--- src/rtl/shift_pkg.sv ---
// rtl/shift_pkg.sv - shared shifter codes and shift sequencer state encodings
package shift_pkg;

    localparam logic [15:0] SH_DIR_LEFT  = 16'h0001;
    localparam logic [15:0] SH_DIR_RIGHT = 16'hFFFF;
    localparam logic [15:0] SH_DIR_NONE  = 16'h0000;

    localparam logic SH_LOGICAL = 1'b1;
    localparam logic SH_ARITH   = 1'b0;

    typedef enum logic [1:0] {
        ST_IDLE  = 2'd0,
        ST_SHIFT = 2'd1,
        ST_DONE  = 2'd2
    } state_t;

endpackage

--- src/rtl/shift_sequencer.sv ---
// rtl/shift_sequencer.sv - multi-bit shift controller driving an external 1-bit shifter
module shift_sequencer
    import shift_pkg::*;
#(
    parameter int WIDTH = 16,
    parameter int AMT_W = $clog2(WIDTH) + 1
) (
    input  logic             clk,
    input  logic             reset_n,
    input  logic             start,
    input  logic [WIDTH-1:0] src,
    input  logic [AMT_W-1:0] amount,
    input  logic             shift_type,
    output logic             busy,
    output logic             done,
    output logic [WIDTH-1:0] result,
    output logic [WIDTH-1:0] sh_src,
    output logic [WIDTH-1:0] sh_dir,
    output logic             sh_type,
    input  logic [WIDTH-1:0] sh_out
);

    state_t           state;
    logic [WIDTH-1:0] acc;
    logic [AMT_W-1:0] cnt;
    logic             leftReg;
    logic             typeReg;
    logic [AMT_W-1:0] amountMag;
    logic             amountNeg;

    // Magnitude of the signed amount; -16 maps to 16 because cnt is read as unsigned.
    assign amountNeg = amount[AMT_W-1];
    assign amountMag = amountNeg ? ((~amount) + AMT_W'(1)) : amount;

    // The shifter always works on the accumulator with the captured shift type.
    assign sh_src  = acc;
    assign sh_type = typeReg;

    // Sequencer FSM: capture on start, one shifter step per SHIFT cycle, pulse done once.
    always_ff @(posedge clk or negedge reset_n) begin
        if (!reset_n) begin
            state   <= ST_IDLE;
            acc     <= '0;
            cnt     <= '0;
            leftReg <= 1'b0;
            typeReg <= 1'b0;
            busy    <= 1'b0;
            done    <= 1'b0;
            result  <= '0;
            sh_dir  <= WIDTH'(SH_DIR_NONE);
        end else begin
            case (state)
                ST_IDLE: begin
                    done   <= 1'b0;
                    sh_dir <= WIDTH'(SH_DIR_NONE);
                    if (start) begin
                        acc     <= src;
                        typeReg <= shift_type;
                        leftReg <= ~amountNeg;
                        cnt     <= amountMag;
                        busy    <= 1'b1;
                        if (amount != '0) begin
                            state  <= ST_SHIFT;
                            sh_dir <= amountNeg ? WIDTH'(SH_DIR_RIGHT) : WIDTH'(SH_DIR_LEFT);
                        end else begin
                            // Zero amount skips SHIFT; result is the operand itself.
                            state  <= ST_DONE;
                            done   <= 1'b1;
                            result <= src;
                        end
                    end
                end
                ST_SHIFT: begin
                    acc <= sh_out;
                    cnt <= cnt - AMT_W'(1);
                    if (cnt == AMT_W'(1)) begin
                        // Result register mirrors the accumulator value held during DONE.
                        state  <= ST_DONE;
                        done   <= 1'b1;
                        result <= sh_out;
                        sh_dir <= WIDTH'(SH_DIR_NONE);
                    end else begin
                        sh_dir <= leftReg ? WIDTH'(SH_DIR_LEFT) : WIDTH'(SH_DIR_RIGHT);
                    end
                end
                ST_DONE: begin
                    // Start is not sampled here; the next request is taken in IDLE.
                    state  <= ST_IDLE;
                    busy   <= 1'b0;
                    done   <= 1'b0;
                    sh_dir <= WIDTH'(SH_DIR_NONE);
                end
                default: begin
                    state  <= ST_IDLE;
                    busy   <= 1'b0;
                    done   <= 1'b0;
                    sh_dir <= WIDTH'(SH_DIR_NONE);
                end
            endcase
        end
    end

endmodule

--- config.mk ---
export PLATFORM = sky130hd
export DESIGN_NAME = shift_sequencer
export DESIGN_NICKNAME = d
export VERILOG_FILES = /design/src/rtl/shift_pkg.sv /design/src/rtl/shift_sequencer.sv
export SDC_FILE = /design/constraint.sdc
export NUM_CORES = 1
export LEC_CHECK = 0
export ABC_CLOCK_PERIOD_IN_PS = 3000
export CAP_MARGIN = 20
export CORE_ASPECT_RATIO = 1.2
export CORE_UTILIZATION = 33
export DETAILED_ROUTE_END_ITERATION = 6
export PLACE_DENSITY_LB_ADDON = 0.2
export REMOVE_ABC_BUFFERS = 1
export SLEW_MARGIN = 5
export SYNTH_ARGS = -nofsm -noshare
export SYNTH_HDL_FRONTEND = slang
export SYNTH_SLANG_ARGS = --single-unit
--- constraint.sdc ---
create_clock -name clk -period 3 [get_ports clk]
set_input_delay 0.45 -clock clk [delete_from_list [all_inputs] [get_ports clk]]
set_output_delay 0.45 -clock clk [all_outputs]
set_load 0.03 [all_outputs]
After elaboration in Yosys (flattened, before gate mapping)
Cells that the tools add are included.

word-level totals
  register bits after elaboration = 59
  input bits = 41
  output and inout port bits = 51
  word-level logic and storage cells = 52

operators by class
  add/sub/neg operators = 2
  eq/ne operators = 5
  multiplexer cells = 25
  bitwise operators = 3
  reductions and logical operators = 8

operator list
  cell                                                                   count
  16-bit two-way mux                                                     9
  16-bit case mux with 2 select lines                                    3
  5-bit two-way mux                                                      2
  5-bit case mux with 2 select lines                                     1
  2-bit AND reduction                                                    4
  2-bit two-way mux                                                      3
  2-bit != test, second input constant                                   3
  5-bit by 1-bit adder with 5-bit output, second input constant          1
  5-bit by 1-bit equality test with 1-bit output, second input constant  1
  5-bit inverter                                                         1
  5-bit nonzero test                                                     1
  5-bit by 1-bit subtractor with 5-bit output, second input constant     1
  1-bit two-way mux                                                      4
  1-bit case mux with 2 select lines                                     2
  2-bit case mux with 2 select lines                                     1
  4-bit AND reduction                                                    1
  2-bit by 1-bit equality test with 1-bit output, second input constant  1
  2-bit zero test                                                        1
  1-bit inverter                                                         2
  2-bit nonzero test                                                     1

Logic depth before layout (Yosys ltp)
  word-level depth = 5
  mapped depth = 7
  gate-level depth less buffers = 6

Least setup slack after synthesis
No wires, ideal clock.

  path kind = input -> register
  from = input port amount[0]
  to = register result[3]
  library setup time = 0.077 ns
  arrival time = 1.662 ns
  data required time = 2.923 ns
  slack = 1.260 ns
  stages on the path = 7
  buffers on the path = 1
  path through = inv_1 > ha_1 > or4b_4 > o22ai_4 > buf_6 > nor2_1 > a21oi_1

between the ends
  word-level cells in the longest chain between the ends = 3

RTL lines
  element                               RTL line               source
  from (decl)                           shift_sequencer.sv:12  input logic [AMT_W-1:0] amount,
  5-bit nonzero test                    shift_sequencer.sv:62  if (amount != '0) begin
  2-bit != test (no source line)        -
  4-bit AND reduction (no source line)  -
  to (signal assigned)                  shift_sequencer.sv:69  result <= src;
  to (signal assigned)                  shift_sequencer.sv:80  result <= sh_out;
  to (decl)                             shift_sequencer.sv:16  output logic [WIDTH-1:0] result,

No other way between the ends.
A chain may end at the register's enable or synchronous reset.

Worst setup path in the final report
  from = input port amount[0]
  to = register result[11]

Same word-level chain as after synthesis.

==> flow_summary.yaml <==
clock_network:
  cts-root-buf: "clkbuf_8"
  cts_buffers: 5
  cts_hold_buf: 0
  post-cts-setup-buffers: 0
  ctsLongestPathBuffers: 2
  clk_latency_ps: 300
  cts_resized: 0
  cts_max_level: 2
  cts.sinks: 45
  clk_pin_slew_ps: 80
  cts_tree: "yes"
power_and_ir_drop:
  leakagePower_nw: 1.318
  power.density_nw_per_um2: 1198
  ir_drop_mv: 0.4531
synthesis:
  syn_area_per_cell_sq_um: 10.23
  synth_adder_area_share_pct: 1.773
  synth-simple-area-share_pct: 12.12
  ys.flop_type: "dfrtp_1"
  synth_compound_area_share_pct: 14.66
  yosys.area.top_type: "dfrtp_1"
  async_flop_share_pct: 100.0
  synth_edf_count: 0
  synth_top_family_by_area: "compound AO/OA/AOI/OAI gates"
  synth_xor_area_share_pct: 0.8274
  ys_seq_elements: 45
  synthCells: 207
  synthMuxAreaShare_pct: 8.629
  yosysSeqAreaShare_pct: 53.19
  synth_area_sq_um: 2117
  synth.distinct_cells: 32
  synthTopCellsByArea: "dfrtp_1, mux2i_1, buf_4"
  yosysWarnings: 0
  synth_top_area_share_pct: 53.19
detailed_routing:
  num_vias: 1730
  antenna_left: 0
  dr.first_iter.drc_count: 68
  drcViolationCount: 0
  first_pass_iters: 4
  viasPerCell: 4.701
  wl_microns: 4821
  wl_per_cell_microns: 13.10
floorplanning:
  die_height_microns: 89.74
  die_area_sq_um: 6741
  io_pins: 92
  rows: 31
  initial_core_util_pct: 34.54
  die_x_microns: 75.12
  core_sq_um: 6128
global_route:
  grt-ovfl-total: 0
  grt_first_pass_wirelength_microns: 7879
  track_usage_pct: 15.33
  grt_pass1_vias: 1738
  grt_max_degree: 46
  antenna_found_initial: 0
cells_and_area:
  final_common_cell: "clkdlybuf4s50_1"
  area_growth_pct: 46.34
  register_area_sq_um: 1126
  fill_cells: 612
  multiInputGateArea_sq_um: 810.8
  insertedDiodeCount: 0
  final_cell_mix: "clkdlybuf4s50_1, dfrtp_1, nor2_1"
  finish.net_count: 329
  drive_gt1_share_pct: 6.643
setup_path:
  timing.rr.end: "result[11]"
  crit_type: "input port to register"
  ff2ff_setup_slack_ps: 1100
  r2r_start: "cnt[1]"
  required_ps: 3220
  reg2reg_depth: 7
  startpoint: "amount[0]"
  worstPathArrival_ps: 2350
  crit_path_end_kind: "register"
  startpoint_type: "input port"
  crit_end: "result[11]"
  crit_path_max_fanout: 33
min_path:
  min-delay-path-class: "input port to asynchronous set/reset pin"
sta:
  post-route-min-period_ps: 2131
  finClkSkew_ps: 5.727
  worst_pin_slew_ps: 635.4
  finalCritPeriodShare_pct: 71.03
  hold_viol: 0
  fmax_mhz: 469.3
  slew_viol_final: 0
  rsz0062_at_grt: "false"
  slew_headroom_pct: 57.61
  tns_ps: 0
  hold_slack_ps: 107.6
  setup_viol: 0
placement:
  port_buffers: 91
  gp_congestion: 0.7338
  dp.final_hpwl_microns: 3565
status:
  status: "complete, no violations"
job:
  cap_viol_max_count: 0
-- cell usage after synthesis, drive strengths merged, types with 2 or more instances --
cell type	number
o31ai	2
nor2	24
dfrtp	45
o21ai	22
nor2b	2
mux2	2
o22ai	2
inv	5
buf	19
a32o	2
a21oi	21
clkbuf	6
ha	3
mux2i	16
nand2	21
or4b	2
-- how the worst min path moves through the flow --
stage	startpoint	to	slack, ps	cells after the start
floorplan	reset_n	busy	150	0
global placement	leftReg	sh_dir[14]	450	1
detailed placement	leftReg	sh_dir[14]	460	1
finish	reset_n	sh_src[12]	110	1
CTS	reset_n	done	350	1
global route	reset_n	sh_src[12]	130	1
-- routing by layer --
| metal | GRT usage (%) | up-vias | share of wire, % |
|---|---|---|---|
| met2 | 25.15 | 73 | 47 |
| met5 | 0 | - | 0 |
| met1 | 19.04 | 804 | 45 |
| met4 | 4.245 | 0 | 0.75 |
| met3 | 4.821 | 4 | 7.2 |
| li1 | - | 849 | - |
-- final cells by class --
cell class / count / area share (%)
sequential: 45 / 36.35
tap: 82 / 3.312
clock inverter: 1 / 0.2423
inverter: 5 / 0.6058
timing repair buffer: 96 / 30.86
clock buffer: 7 / 2.464
multi-input combinational: 132 / 26.17
-- critical path: stages --
cell and delay, ps:
clkdlybuf4s50_1 440, inv_1 90, ha_1 180, or4b_4 510
o22ai_4 130, buf_4 330, nor2_1 80, a21oi_1 130
-- power by group --
group          internal, mW  leakage (nW)  total (mW)  switching [mW]
Sequential            0.909         0.525        1.12           0.212
Combinational         0.940         0.754        2.22            1.28
Clock                 0.165        0.0385       0.368           0.203
-- through the flow --
| step | util, % | cells | area, sq um | setup slack [ps] | power [mW] |
|---|---|---|---|---|---|
| after floorplan | - | 182 | 1949 | -417.4 | 2.403 |
| after global placement | 48.86 | 359 | 2994 | 624.5 | 3.345 |
| after detailed placement | 48.86 | 359 | 2994 | 579.3 | 3.377 |
| after CTS | 50.22 | 367 | 3078 | 883.8 | 3.758 |
| after global routing | 50.55 | 368 | 3098 | 736.9 | 3.958 |
| final | 50.55 | 368 | 3098 | 869.2 | 3.710 |
-- sequential cells by signal, indices dropped and copies added (netlist names) --
| signal | cells |
|---|---|
| result | 16 |
| state | 2 |
| sh_src | 16 |
| sh_dir | 2 |
| sh_type | 1 |
| leftReg | 1 |
| busy | 1 |
| cnt | 5 |
| done | 1 |
-- cells by family after synthesis --
family	Yosys count
buffers and inverters	30
AOI/OAI and AO/OA	53
xor gates and xnor gates	2
adders and majority gates	3
DFF	45
and+or+nand+nor	56
muxes	18
No activity file was read; power rests on OpenSTA's default activity.
==> variant 1 (config.mk and constraints unchanged) <==
Register the output `sh_src` once more, with the module's reset; this adds one clock of latency there. The other outputs are not delayed to match.
--- a/src/rtl/shift_sequencer.sv
+++ b/src/rtl/shift_sequencer.sv
@@ -35,3 +35,9 @@
     // The shifter always works on the accumulator with the captured shift type.
-    assign sh_src  = acc;
+    always_ff @(posedge clk or negedge reset_n) begin
+        if (!reset_n) begin
+            sh_src <= '0;
+        end else begin
+            sh_src <= acc;
+        end
+    end
     assign sh_type = typeReg;
Behaviour: not the same (a bounded check fails within 4 cycles, from zero or initial values and one cycle with reset_n low).
==> variant 1 against the original RTL <==
The run now ends with DRC left; via count is 2.0% higher; power is 26% higher; synthesized area is 25% higher; setup slack worse by 140 ps; sequential share of layout area is 3.9 points higher; register-to-register slack worse by 200 ps; design area is 22% higher; routed wire length is 12% higher; sequential cell count is 16 higher; count of clock-buffer cells in the layout is 3 higher; global-route usage is 1.3 points lower; maximum frequency is 6.2% lower; clock power is 110% higher; critical path type unchanged; critical endpoint is now result[4]; highest routed layer unchanged.
==> variant 1: results <==
group,metric,value,unit
outcome,status,"complete, but fails checks",
outcome,violations,"DRC",
logic_synthesis,synthMuxAreaShare,21.8,%
logic_synthesis,synth_compound_area_share,5.89,%
sta,timing.fmax,440,MHz
detailed_routing,drc_errors,18,
logic_synthesis,synth_top_family_by_area,"multiplexers",
detailed_routing,drtPass1Iterations,6,
critical_path,crit_path_max_fanout,17,
detailed_routing,vias,1765,
sta,worst_slew_pin_slew,588,ps
place,place_congestion,0.767,
logic_synthesis,synth_commonest_cells,"dfrtp_1, mux2_2, buf_4",
clocking,htreeDepth,3,
critical_path,reg2reg_from,"state[0]",
logic_synthesis,synth-xor-area-share,0.659,%
layout,nets,322,
global_routing,grt_pass1_wl,8980,um
power,p_clk,789,uW
sta,skew,5.36,ps
critical_path,ff2ff_setup_slack,900,ps
sta,fin_hold_ws,32.7,ps
critical_path,r2r_cells,4,
power,combPwrFrac,51.4,%
critical_path,r2r_end,"acc[7]",
critical_path,endpoint,"result[4]",
## variant 1: changes by cell type after synthesis, moves of 8 or more
cell     before  now
mux2_2        2   38
mux2i_1      16    3
dfrtp_1      45   61
nand2_1      21   12
a21oi_1      21    4
mux2_4        0    8
o21ai_0      22    8
nor2_1       24    1
## variant 1: area by class of cell
cell class                 count  area, sq um
inverter                       7         26.3
sequential                    61         1530
fill                         708         3960
clock buffer                  10          128
multi-input combinational    103          951
tap                           92          115
clock inverter                 6         86.3
timing repair buffer          96          956
## variant 1: per-layer routing
metal / vias up / track usage, % / wire (um)
met1: 868 / 17.2 / 2340
met3: 6 / 4.03 / 347
li1: 826 / - / -
met5: - / 0 / 0
met2: 65 / 22.5 / 2620
met4: 0 / 7.56 / 86
## variant 1: per-stage QoR
stage          cell area, sq um  instances
4_1_cts                    3790        375
3_3_place_gp               3570        359
5_1_grt                    3790        375
6_report                   3790        375
2_1_floorplan              2500        171
3_5_place_dp               3570        359
==> variant 2 (config.mk and constraints unchanged) <==
Made on the original files. `WIDTH`: 16 -> 8.
--- a/src/rtl/shift_sequencer.sv
+++ b/src/rtl/shift_sequencer.sv
@@ -4,3 +4,3 @@
 #(
-    parameter int WIDTH = 16,
+    parameter int WIDTH = 8,
     parameter int AMT_W = $clog2(WIDTH) + 1
Ports: changed (6 resized); port bits go from 92 to 51. The function was not compared with the original's and may differ.
==> variant 2 against the original RTL <==
Setup slack better by 27 ps; design area down 35%; worst hold slack better by 360 ps; power down 39%; sequential cell count down 17; clock skew down 3.2 ps; synthesized area down 31%; routed wire length down 28%; largest power group unchanged; highest routed layer unchanged.
==> variant 2: results <==
group,metric,value,unit
place,dp.final_hpwl,2470,um
hold_path,min_path_type,"reg -> reg",
layout,layout-drive-gt1-share,15.1,%
global_routing,met3_usage,2.42,%
logic_synthesis,synth-xor-area-share,0.599,%
power,power_leakage,0.803,nW
global_routing,grt_pass1_vias,1221,
power,ir_worst_vdd,0.000455,V
layout,nets,208,
detailed_routing,wl,3470,um
global_routing,grt_use_met1,19.4,%
global_routing,track_usage,15.9,%
global_routing,grt_max_degree,29,
clocking,htreeDepth,1,
detailed_routing,viasPerCell,5.11,
sta,skew,2.54,ps
place,placed_area,1980,sq um
logic_synthesis,synth_commonest_cells,"dfrtp_1, o22ai_1, mux2_2",
logic_synthesis,synthMuxAreaShare,13.9,%
power,powerDensity,1120,nW/um^2
logic_synthesis,synth_cell_types,27,
power,clkPwrFrac,8.8,%
global_routing,use_met2,29.0,%
logic_synthesis,synthTopCellsByArea,"dfrtp_1, mux2_2, o22ai_1, a21oi_1, buf_4",
outcome,status,"complete, no violations",
power,intPower,1.26,mW
detailed_routing,wire_per_inst,14.8,um
place,place_congestion,0.761,
logic_synthesis,synthAdderAreaFrac,2.57,%
power,p_seq_share,32.1,%
clocking,numCtsBuffers,3,
logic_synthesis,yosysSeqAreaShare,47.9,%
## variant 2: cell types whose count changed in the layout (fill, tap and decap cells not counted), sizes merged, moves of 8 or more
cell / before / now
o21ai: 22 / 7
dfrtp: 45 / 28
o22ai: 2 / 20
mux2i: 16 / 0
mux2: 2 / 18
nand2: 21 / 3
clkdlybuf4s50: 90 / 50
nor2: 24 / 2
a21oi: 21 / 13
## variant 2: worst paths after layout
| kind | to | cells past startpoint | start | slack [ps] |
|---|---|---|---|---|
| worst max register to register | result[0] | 5 | cnt[1] | 1060 |
| worst max-delay path | result[0] | 6 | amount[0] | 900 |
| worst min-delay path | sh_dir[6] | 1 | leftReg | 470 |
| worst min register to register | sh_dir[6] | 1 | leftReg | 470 |
| min in group asynchronous | sh_dir[6] | 2 | reset_n | 550 |
| max in group asynchronous | done | 2 | reset_n | 2180 |
## variant 2: layout make-up
class	instances	area [sq um]
tap	56	70.1
multi-input combinational	86	653
fill	412	2240
inverter	9	33.8
sequential	28	701
clock buffer	3	41.3
timing repair buffer	53	523
